File: src/rtl/rf_wport_arbiter_pkg.sv
// Purpose: shared widths, arbiter select encoding and the buffered-result payload
// for the register-file write-port arbiter.
package rf_wport_arbiter_pkg;

  localparam int unsigned XLEN           = 64;
  localparam int unsigned NREG           = 32;
  localparam int unsigned REG_IDX_W      = 5;
  localparam int unsigned STARVE_MAX_DEF = 4;

  // Which requester owns the write port this cycle
  localparam logic [1:0] SEL_NONE = 2'd0;
  localparam logic [1:0] SEL_WB   = 2'd1;
  localparam logic [1:0] SEL_MD   = 2'd2;

  // One buffered MUL/DIV result
  typedef struct packed {
    logic [REG_IDX_W-1:0] rd;
    logic [XLEN-1:0]      data;
  } wr_pkt_t;

endpackage

File: src/rtl/rf_wport_arbiter_if.sv
// Purpose: bundles every WB, MUL/DIV, ID-hazard and register-file signal of the
// write-port arbiter.
//   slave  : arbiter view (requests/lookups in, grants/write port out)
//   master : pipeline/register-file view (the reverse)
interface rf_wport_arbiter_if;
  import rf_wport_arbiter_pkg::*;

  logic                 wb_req;
  logic [REG_IDX_W-1:0] wb_waddr;
  logic [XLEN-1:0]      wb_wdata;
  logic                 wb_gnt;

  logic                 md_issue;
  logic [REG_IDX_W-1:0] md_issue_rd;
  logic                 md_done_valid;
  logic [REG_IDX_W-1:0] md_done_rd;
  logic [XLEN-1:0]      md_done_data;
  logic                 md_done_ready;

  logic [REG_IDX_W-1:0] id_rs1;
  logic [REG_IDX_W-1:0] id_rs2;
  logic [REG_IDX_W-1:0] id_rd;
  logic                 id_hazard;

  logic                 rf_wen;
  logic [REG_IDX_W-1:0] rf_waddr;
  logic [XLEN-1:0]      rf_wdata;

  modport slave (
    input  wb_req, wb_waddr, wb_wdata,
    input  md_issue, md_issue_rd, md_done_valid, md_done_rd, md_done_data,
    input  id_rs1, id_rs2, id_rd,
    output wb_gnt, md_done_ready, id_hazard, rf_wen, rf_waddr, rf_wdata
  );

  modport master (
    output wb_req, wb_waddr, wb_wdata,
    output md_issue, md_issue_rd, md_done_valid, md_done_rd, md_done_data,
    output id_rs1, id_rs2, id_rd,
    input  wb_gnt, md_done_ready, id_hazard, rf_wen, rf_waddr, rf_wdata
  );

endinterface

File: src/rtl/rf_wport_arbiter_scoreboard.sv
// Purpose: pending-destination scoreboard for in-flight MUL/DIV results and the
// three-port ID hazard lookup.
//   clk, rst        : clock, synchronous active-high reset
//   set_en/set_idx  : mark a destination pending (MUL/DIV issue)
//   clr_en/clr_idx  : clear a destination (buffered result written)
//   rs1/rs2/rd      : ID lookup indices
//   hazard          : any looked-up register pending (combinational)
module rf_scoreboard
  import rf_wport_arbiter_pkg::*;
(
  input  logic                 clk,
  input  logic                 rst,
  input  logic                 set_en,
  input  logic [REG_IDX_W-1:0] set_idx,
  input  logic                 clr_en,
  input  logic [REG_IDX_W-1:0] clr_idx,
  input  logic [REG_IDX_W-1:0] rs1,
  input  logic [REG_IDX_W-1:0] rs2,
  input  logic [REG_IDX_W-1:0] rd,
  output logic                 hazard
);

  logic [NREG-1:0] pend_q;
  logic [NREG-1:0] pend_d;

  // Clear first so a same-index set in the same cycle wins; x0 never pends
  always_comb begin
    pend_d = pend_q;
    if (clr_en) pend_d[clr_idx] = 1'b0;
    if (set_en) pend_d[set_idx] = 1'b1;
    pend_d[0] = 1'b0;
  end

  always_ff @(posedge clk) begin
    if (rst) pend_q <= '0;
    else     pend_q <= pend_d;
  end

  always_comb begin
    hazard = ((rs1 != '0) & pend_q[rs1]) |
             ((rs2 != '0) & pend_q[rs2]) |
             ((rd  != '0) & pend_q[rd]);
  end

endmodule

File: src/rtl/rf_wport_arbiter.sv
// Purpose: shares the single integer register-file write port between WB and the
// MUL/DIV unit, with a one-entry result buffer, bounded-starvation priority and a
// pending-destination scoreboard for ID hazards.
//   clk, rst : clock, synchronous active-high reset
//   bus      : rf_wport_arbiter_if.slave (WB request/grant, MUL/DIV issue and
//              result handshake, ID hazard lookup, register-file write port)
module rf_wport_arbiter
  import rf_wport_arbiter_pkg::*;
#(
  parameter int unsigned STARVE_MAX = STARVE_MAX_DEF
) (
  input  logic              clk,
  input  logic              rst,
  rf_wport_arbiter_if.slave bus
);

  localparam int unsigned CNT_W = $clog2(STARVE_MAX + 1);

  wr_pkt_t          buf_q, buf_d;
  logic             buf_valid_q, buf_valid_d;
  logic [CNT_W-1:0] starve_cnt_q, starve_cnt_d;

  logic             md_sel;
  logic [1:0]       sel;
  logic             accept;
  logic             hazard_raw;

  // Buffered result wins when WB is idle or it has lost STARVE_MAX times in a row
  always_comb begin
    md_sel = buf_valid_q & (~bus.wb_req | (starve_cnt_q == CNT_W'(STARVE_MAX)));
    sel    = SEL_NONE;
    if (md_sel)          sel = SEL_MD;
    else if (bus.wb_req) sel = SEL_WB;
    accept = bus.md_done_valid & ~buf_valid_q;
  end

  // Output stage; everything held at 0 while in reset
  always_comb begin
    bus.wb_gnt        = 1'b0;
    bus.md_done_ready = 1'b0;
    bus.id_hazard     = 1'b0;
    bus.rf_wen        = 1'b0;
    bus.rf_waddr      = '0;
    bus.rf_wdata      = '0;
    if (!rst) begin
      bus.wb_gnt        = (sel == SEL_WB);
      bus.md_done_ready = ~buf_valid_q;
      bus.id_hazard     = hazard_raw;
      case (sel)
        SEL_MD: begin
          bus.rf_wen   = (buf_q.rd != '0);
          bus.rf_waddr = buf_q.rd;
          bus.rf_wdata = buf_q.data;
        end
        SEL_WB: begin
          bus.rf_wen   = (bus.wb_waddr != '0);
          bus.rf_waddr = bus.wb_waddr;
          bus.rf_wdata = bus.wb_wdata;
        end
        default: ;
      endcase
    end
  end

  // Buffer and starvation counter next state; accept only happens on an empty
  // buffer, so it never collides with a grant of the buffered entry
  always_comb begin
    buf_d        = buf_q;
    buf_valid_d  = buf_valid_q;
    starve_cnt_d = starve_cnt_q;
    if (md_sel) buf_valid_d = 1'b0;
    if (accept) begin
      buf_valid_d = 1'b1;
      buf_d.rd    = bus.md_done_rd;
      buf_d.data  = bus.md_done_data;
    end
    if (!buf_valid_q || md_sel)
      starve_cnt_d = '0;
    else if (starve_cnt_q != CNT_W'(STARVE_MAX))
      starve_cnt_d = starve_cnt_q + CNT_W'(1);
  end

  always_ff @(posedge clk) begin
    if (rst) begin
      buf_q        <= '0;
      buf_valid_q  <= 1'b0;
      starve_cnt_q <= '0;
    end else begin
      buf_q        <= buf_d;
      buf_valid_q  <= buf_valid_d;
      starve_cnt_q <= starve_cnt_d;
    end
  end

  rf_scoreboard u_scoreboard (
    .clk     (clk),
    .rst     (rst),
    .set_en  (bus.md_issue & (bus.md_issue_rd != '0)),
    .set_idx (bus.md_issue_rd),
    .clr_en  (md_sel),
    .clr_idx (buf_q.rd),
    .rs1     (bus.id_rs1),
    .rs2     (bus.id_rs2),
    .rd      (bus.id_rd),
    .hazard  (hazard_raw)
  );

endmodule

File: src/flat_wrapper.sv
// flat-port wrapper written by rule: the top's interface ports become plain ports
module rf_wport_arbiter_flat import rf_wport_arbiter_pkg::*;
#(
  parameter int unsigned STARVE_MAX = STARVE_MAX_DEF
)
  (clk, rst, bus_wb_req, bus_wb_waddr, bus_wb_wdata, bus_md_issue, bus_md_issue_rd, bus_md_done_valid, bus_md_done_rd, bus_md_done_data, bus_id_rs1, bus_id_rs2, bus_id_rd, bus_wb_gnt, bus_md_done_ready, bus_id_hazard, bus_rf_wen, bus_rf_waddr, bus_rf_wdata);
  rf_wport_arbiter_if bus_i ();
  input  logic clk;
  input  logic rst;
  input wire logic [$bits(bus_i.wb_req)-1:0] bus_wb_req;
  input wire logic [$bits(bus_i.wb_waddr)-1:0] bus_wb_waddr;
  input wire logic [$bits(bus_i.wb_wdata)-1:0] bus_wb_wdata;
  input wire logic [$bits(bus_i.md_issue)-1:0] bus_md_issue;
  input wire logic [$bits(bus_i.md_issue_rd)-1:0] bus_md_issue_rd;
  input wire logic [$bits(bus_i.md_done_valid)-1:0] bus_md_done_valid;
  input wire logic [$bits(bus_i.md_done_rd)-1:0] bus_md_done_rd;
  input wire logic [$bits(bus_i.md_done_data)-1:0] bus_md_done_data;
  input wire logic [$bits(bus_i.id_rs1)-1:0] bus_id_rs1;
  input wire logic [$bits(bus_i.id_rs2)-1:0] bus_id_rs2;
  input wire logic [$bits(bus_i.id_rd)-1:0] bus_id_rd;
  output wire logic [$bits(bus_i.wb_gnt)-1:0] bus_wb_gnt;
  output wire logic [$bits(bus_i.md_done_ready)-1:0] bus_md_done_ready;
  output wire logic [$bits(bus_i.id_hazard)-1:0] bus_id_hazard;
  output wire logic [$bits(bus_i.rf_wen)-1:0] bus_rf_wen;
  output wire logic [$bits(bus_i.rf_waddr)-1:0] bus_rf_waddr;
  output wire logic [$bits(bus_i.rf_wdata)-1:0] bus_rf_wdata;
  assign bus_i.wb_req = bus_wb_req;
  assign bus_i.wb_waddr = bus_wb_waddr;
  assign bus_i.wb_wdata = bus_wb_wdata;
  assign bus_i.md_issue = bus_md_issue;
  assign bus_i.md_issue_rd = bus_md_issue_rd;
  assign bus_i.md_done_valid = bus_md_done_valid;
  assign bus_i.md_done_rd = bus_md_done_rd;
  assign bus_i.md_done_data = bus_md_done_data;
  assign bus_i.id_rs1 = bus_id_rs1;
  assign bus_i.id_rs2 = bus_id_rs2;
  assign bus_i.id_rd = bus_id_rd;
  assign bus_wb_gnt = bus_i.wb_gnt;
  assign bus_md_done_ready = bus_i.md_done_ready;
  assign bus_id_hazard = bus_i.id_hazard;
  assign bus_rf_wen = bus_i.rf_wen;
  assign bus_rf_waddr = bus_i.rf_waddr;
  assign bus_rf_wdata = bus_i.rf_wdata;
  rf_wport_arbiter #(.STARVE_MAX(STARVE_MAX)) u_core (.clk(clk), .rst(rst), .bus(bus_i));
endmodule
File: config.mk
export PLATFORM = sky130hd
export DESIGN_NAME = rf_wport_arbiter_flat
export DESIGN_NICKNAME = d
export VERILOG_FILES = /design/src/rtl/rf_wport_arbiter_pkg.sv /design/src/rtl/rf_wport_arbiter_if.sv /design/src/rtl/rf_wport_arbiter_scoreboard.sv /design/src/rtl/rf_wport_arbiter.sv /design/src/flat_wrapper.sv
export SDC_FILE = /design/constraint.sdc
export NUM_CORES = 1
export LEC_CHECK = 0
export BUFFER_PORTS_ARGS = -buffer_cell sky130_fd_sc_hd__buf_2
export CORE_UTILIZATION = 30
export DETAILED_ROUTE_END_ITERATION = 6
export PLACE_DENSITY = 0.63
export SLEW_MARGIN = 20
export SYNTH_ARGS = -nofsm -noshare
export SYNTH_HDL_FRONTEND = slang
export SYNTH_SLANG_ARGS = --single-unit
File: constraint.sdc
create_clock -name clk -period 3.7 [get_ports clk]
set_input_delay 0.74 -clock clk [delete_from_list [all_inputs] [get_ports clk]]
set_output_delay 0.74 -clock clk [all_outputs]
set_load 0.03 [all_outputs]
==> flow_metrics.env <==
export IMPL_dieHeight_um=141
export IMPL_pre_cts_ws_ps=539
export IMPL_final_hold_viol_count=0
export IMPL_numCtsBuffers=9
export IMPL_portBuffers=235
export IMPL_grt_antenna_before_repair=3
export IMPL_finalMaxSlewViolations=0
export IMPL_rows=50
export IMPL_clk_latency_ps=350
export IMPL_drive_above_1_share_pct=28.8
export IMPL_pin_count=236
export IMPL_critPathRequiredTime_ps=2960
export IMPL_cts_hold_buf=0
export IMPL_die_w_um=141
export IMPL_synthCells=807
export IMPL_setup_viol=0
export IMPL_synth_edff_count=0
export IMPL_fin_skew_ps=7.38
export IMPL_synth_distinct_cells=44
export IMPL_cts_num_sinks=104
export IMPL_fmax_mhz=317
export IMPL_vias_per_cell=5.13
export IMPL_synth_net_count=972
export IMPL_ys_warnings_count=0
export IMPL_period_minus_slack_ps=3160
export IMPL_status="completed"
export IMPL_cp_start_kind="input port"
export IMPL_ir_drop_mv=0.242
export IMPL_cts_tree="built"
export IMPL_syn_avg_cell_area_um2=7.14
export IMPL_areaGrowthSynthToFinish_pct=29.0
export IMPL_cap_violations=0
export IMPL_drc=0
export IMPL_cp_arrival_ps=2420
export IMPL_design_area_um2=7430
export IMPL_die_area_um2=19800
export IMPL_cts_max_level=3
export IMPL_worstHoldPathType="register to register"
export IMPL_wl_um=19400
export IMPL_multi_input_area_um2=3400
export IMPL_powerDensity_nw_per_um2=369
export IMPL_grt_max_degree=65
export IMPL_fin_ws_ps=542
export IMPL_setup_tns_ps=0
export IMPL_ys_seq_elements=104
export IMPL_synth_area_um2=5760
export IMPL_ctsResizeCount=0
export IMPL_endpoint_kind="output port"
export IMPL_ys_flop_type="dfxtp_1"
export IMPL_final_fill_count=2026
export IMPL_critPathKind="input port to output port"
export IMPL_cts_reportedPaths_clkPinSlew_ps=60
export IMPL_start_util_pct=30.7
export IMPL_fin_total_pwr_mw=2.74
export IMPL_fin_crit_sh_pct=85.3
export IMPL_track_usage_pct=19.4
export IMPL_yosysSeqAreaShare_pct=36.2
export IMPL_core_area_um2=18800
export IMPL_num_vias=6356
export IMPL_worstMarginPinSlew_ps=1020
export IMPL_grt_pass1_wl_um=30300
export IMPL_dp_final_hpwl_um=14100
export IMPL_grt_pass1_vias=5732
export IMPL_grt_overflow=0
export IMPL_synthArstFlopShare_pct=0
export IMPL_wire_per_inst_um=15.7
export IMPL_final_seq_area_um2=2080
export IMPL_clockBufferDepth=2
export IMPL_slew_headroom_pct=32.0
export IMPL_clock_root_buffer="clkbuf_16"
export IMPL_final_net_count=1161
export IMPL_cp_max_fo=8
export IMPL_gp_congestion=0.867
export IMPL_cts_setup_buffers=0
export IMPL_place_area_um2=7110
export IMPL_drt_first_iter_violations=385
export IMPL_rsz0062_at_grt="false"
export IMPL_antenna_left=0
export IMPL_p_leak_nw=3.07
export IMPL_drt_pass1_iter_count=5
==> metrics by stage <==
step	hold slack (ps)	instances	utilization, %
2_1_floorplan	417	807	-
3_3_place_gp	432	1219	37.9
3_5_place_dp	437	1219	37.9
4_1_cts	452	1235	39.5
5_1_grt	472	1237	39.6
6_report	448	1238	39.6
==> flip-flops by register name, indices dropped and copies added, names as in the netlist <==
signal	cells
u_core.buf_valid_q	1
u_core.u_scoreboard.pend_q	31
u_core.buf_q	69
u_core.starve_cnt_q	3
==> placed cells by master, fill, tap and decap left out, drive strengths merged, types with 5 or more instances in the layout <==
cell type,Yosys,layout
clkbuf,59,11
nand2b,5,5
mux2i,10,10
nand3b,5,5
a21oi,169,169
dfxtp,104,104
nor2,11,11
nor3b,9,9
buf,13,250
mux4,18,18
nor2b,5,5
o21ai,33,33
nand3,71,71
nand2,250,250
inv,5,5
==> logic make-up after synthesis <==
group	after synthesis	synth area share [%]
xor gates and xnor gates	1	0.152
adders and majority gates	2	0.434
DFF	104	36.2
buffers and inverters	77	5.41
AOI/OAI and AO/OA	219	19.9
muxes	32	9.88
and+or+nand+nor	372	28.0
==> cell type report <==
class	instances	share of cell area, %
Sequential cell	104	28.0
Inverter	5	0.253
Multi-Input combinational cell	626	45.7
Antenna cell	3	0.101
Tap cell	234	3.94
Timing Repair Buffer	250	17.7
Clock buffer	11	3.13
Clock inverter	5	1.09
==> synthesized netlist by cell type, types with 3 or more instances <==
cell type | instances | area (um2)
a211oi_1 | 4 | 30.0
a21oi_1 | 169 | 846
buf_1 | 6 | 22.5
buf_2 | 3 | 15.0
buf_4 | 3 | 22.5
clkbuf_1 | 59 | 221
dfxtp_1 | 104 | 2080
inv_1 | 5 | 18.8
mux2_2 | 4 | 45.0
mux2i_1 | 10 | 100
mux4_1 | 5 | 131
mux4_2 | 13 | 293
nand2_1 | 250 | 938
nand2b_1 | 5 | 31.3
nand3_1 | 71 | 355
nand3b_1 | 5 | 37.5
nor2_1 | 11 | 41.3
nor2b_1 | 5 | 31.3
nor3_1 | 3 | 15.0
nor3b_1 | 9 | 67.6
o21ai_0 | 32 | 160
==> per-layer routing <==
metal,GRT usage (%),vias to the layer above,part of all wire [%]
met5,0,-,0.051
met4,6.64,2,1.5
met3,5.23,21,7.7
met2,31.5,222,47
met1,24.9,2938,43
li1,-,3173,-
==> final timing paths <==
path	from	depth (start not counted)	end	slack [ps]
worst min register to register	u_core.starve_cnt_q[0]	1	u_core.starve_cnt_q[0]	450
worst max-delay path	bus_id_rs1[0]	6	bus_id_hazard	540
worst min-delay path	u_core.starve_cnt_q[0]	1	u_core.starve_cnt_q[0]	450
worst max register to register	u_core.starve_cnt_q[0]	8	u_core.u_scoreboard.pend_q[13]	1770
==> worst max-delay path, cell delays in order <==
cell	delay, ps
buf_2	200
mux4_1	570
mux2_2	280
a311oi_1	280
a41oi_1	140
buf_2	220
==> where the power goes <==
group	switching [mW]	total, mW	internal (mW)
sequential	0.0372	1.21	1.17
combinational	0.318	0.506	0.188
clock	0.435	1.03	0.594
(Power assumes the default switching activity.)
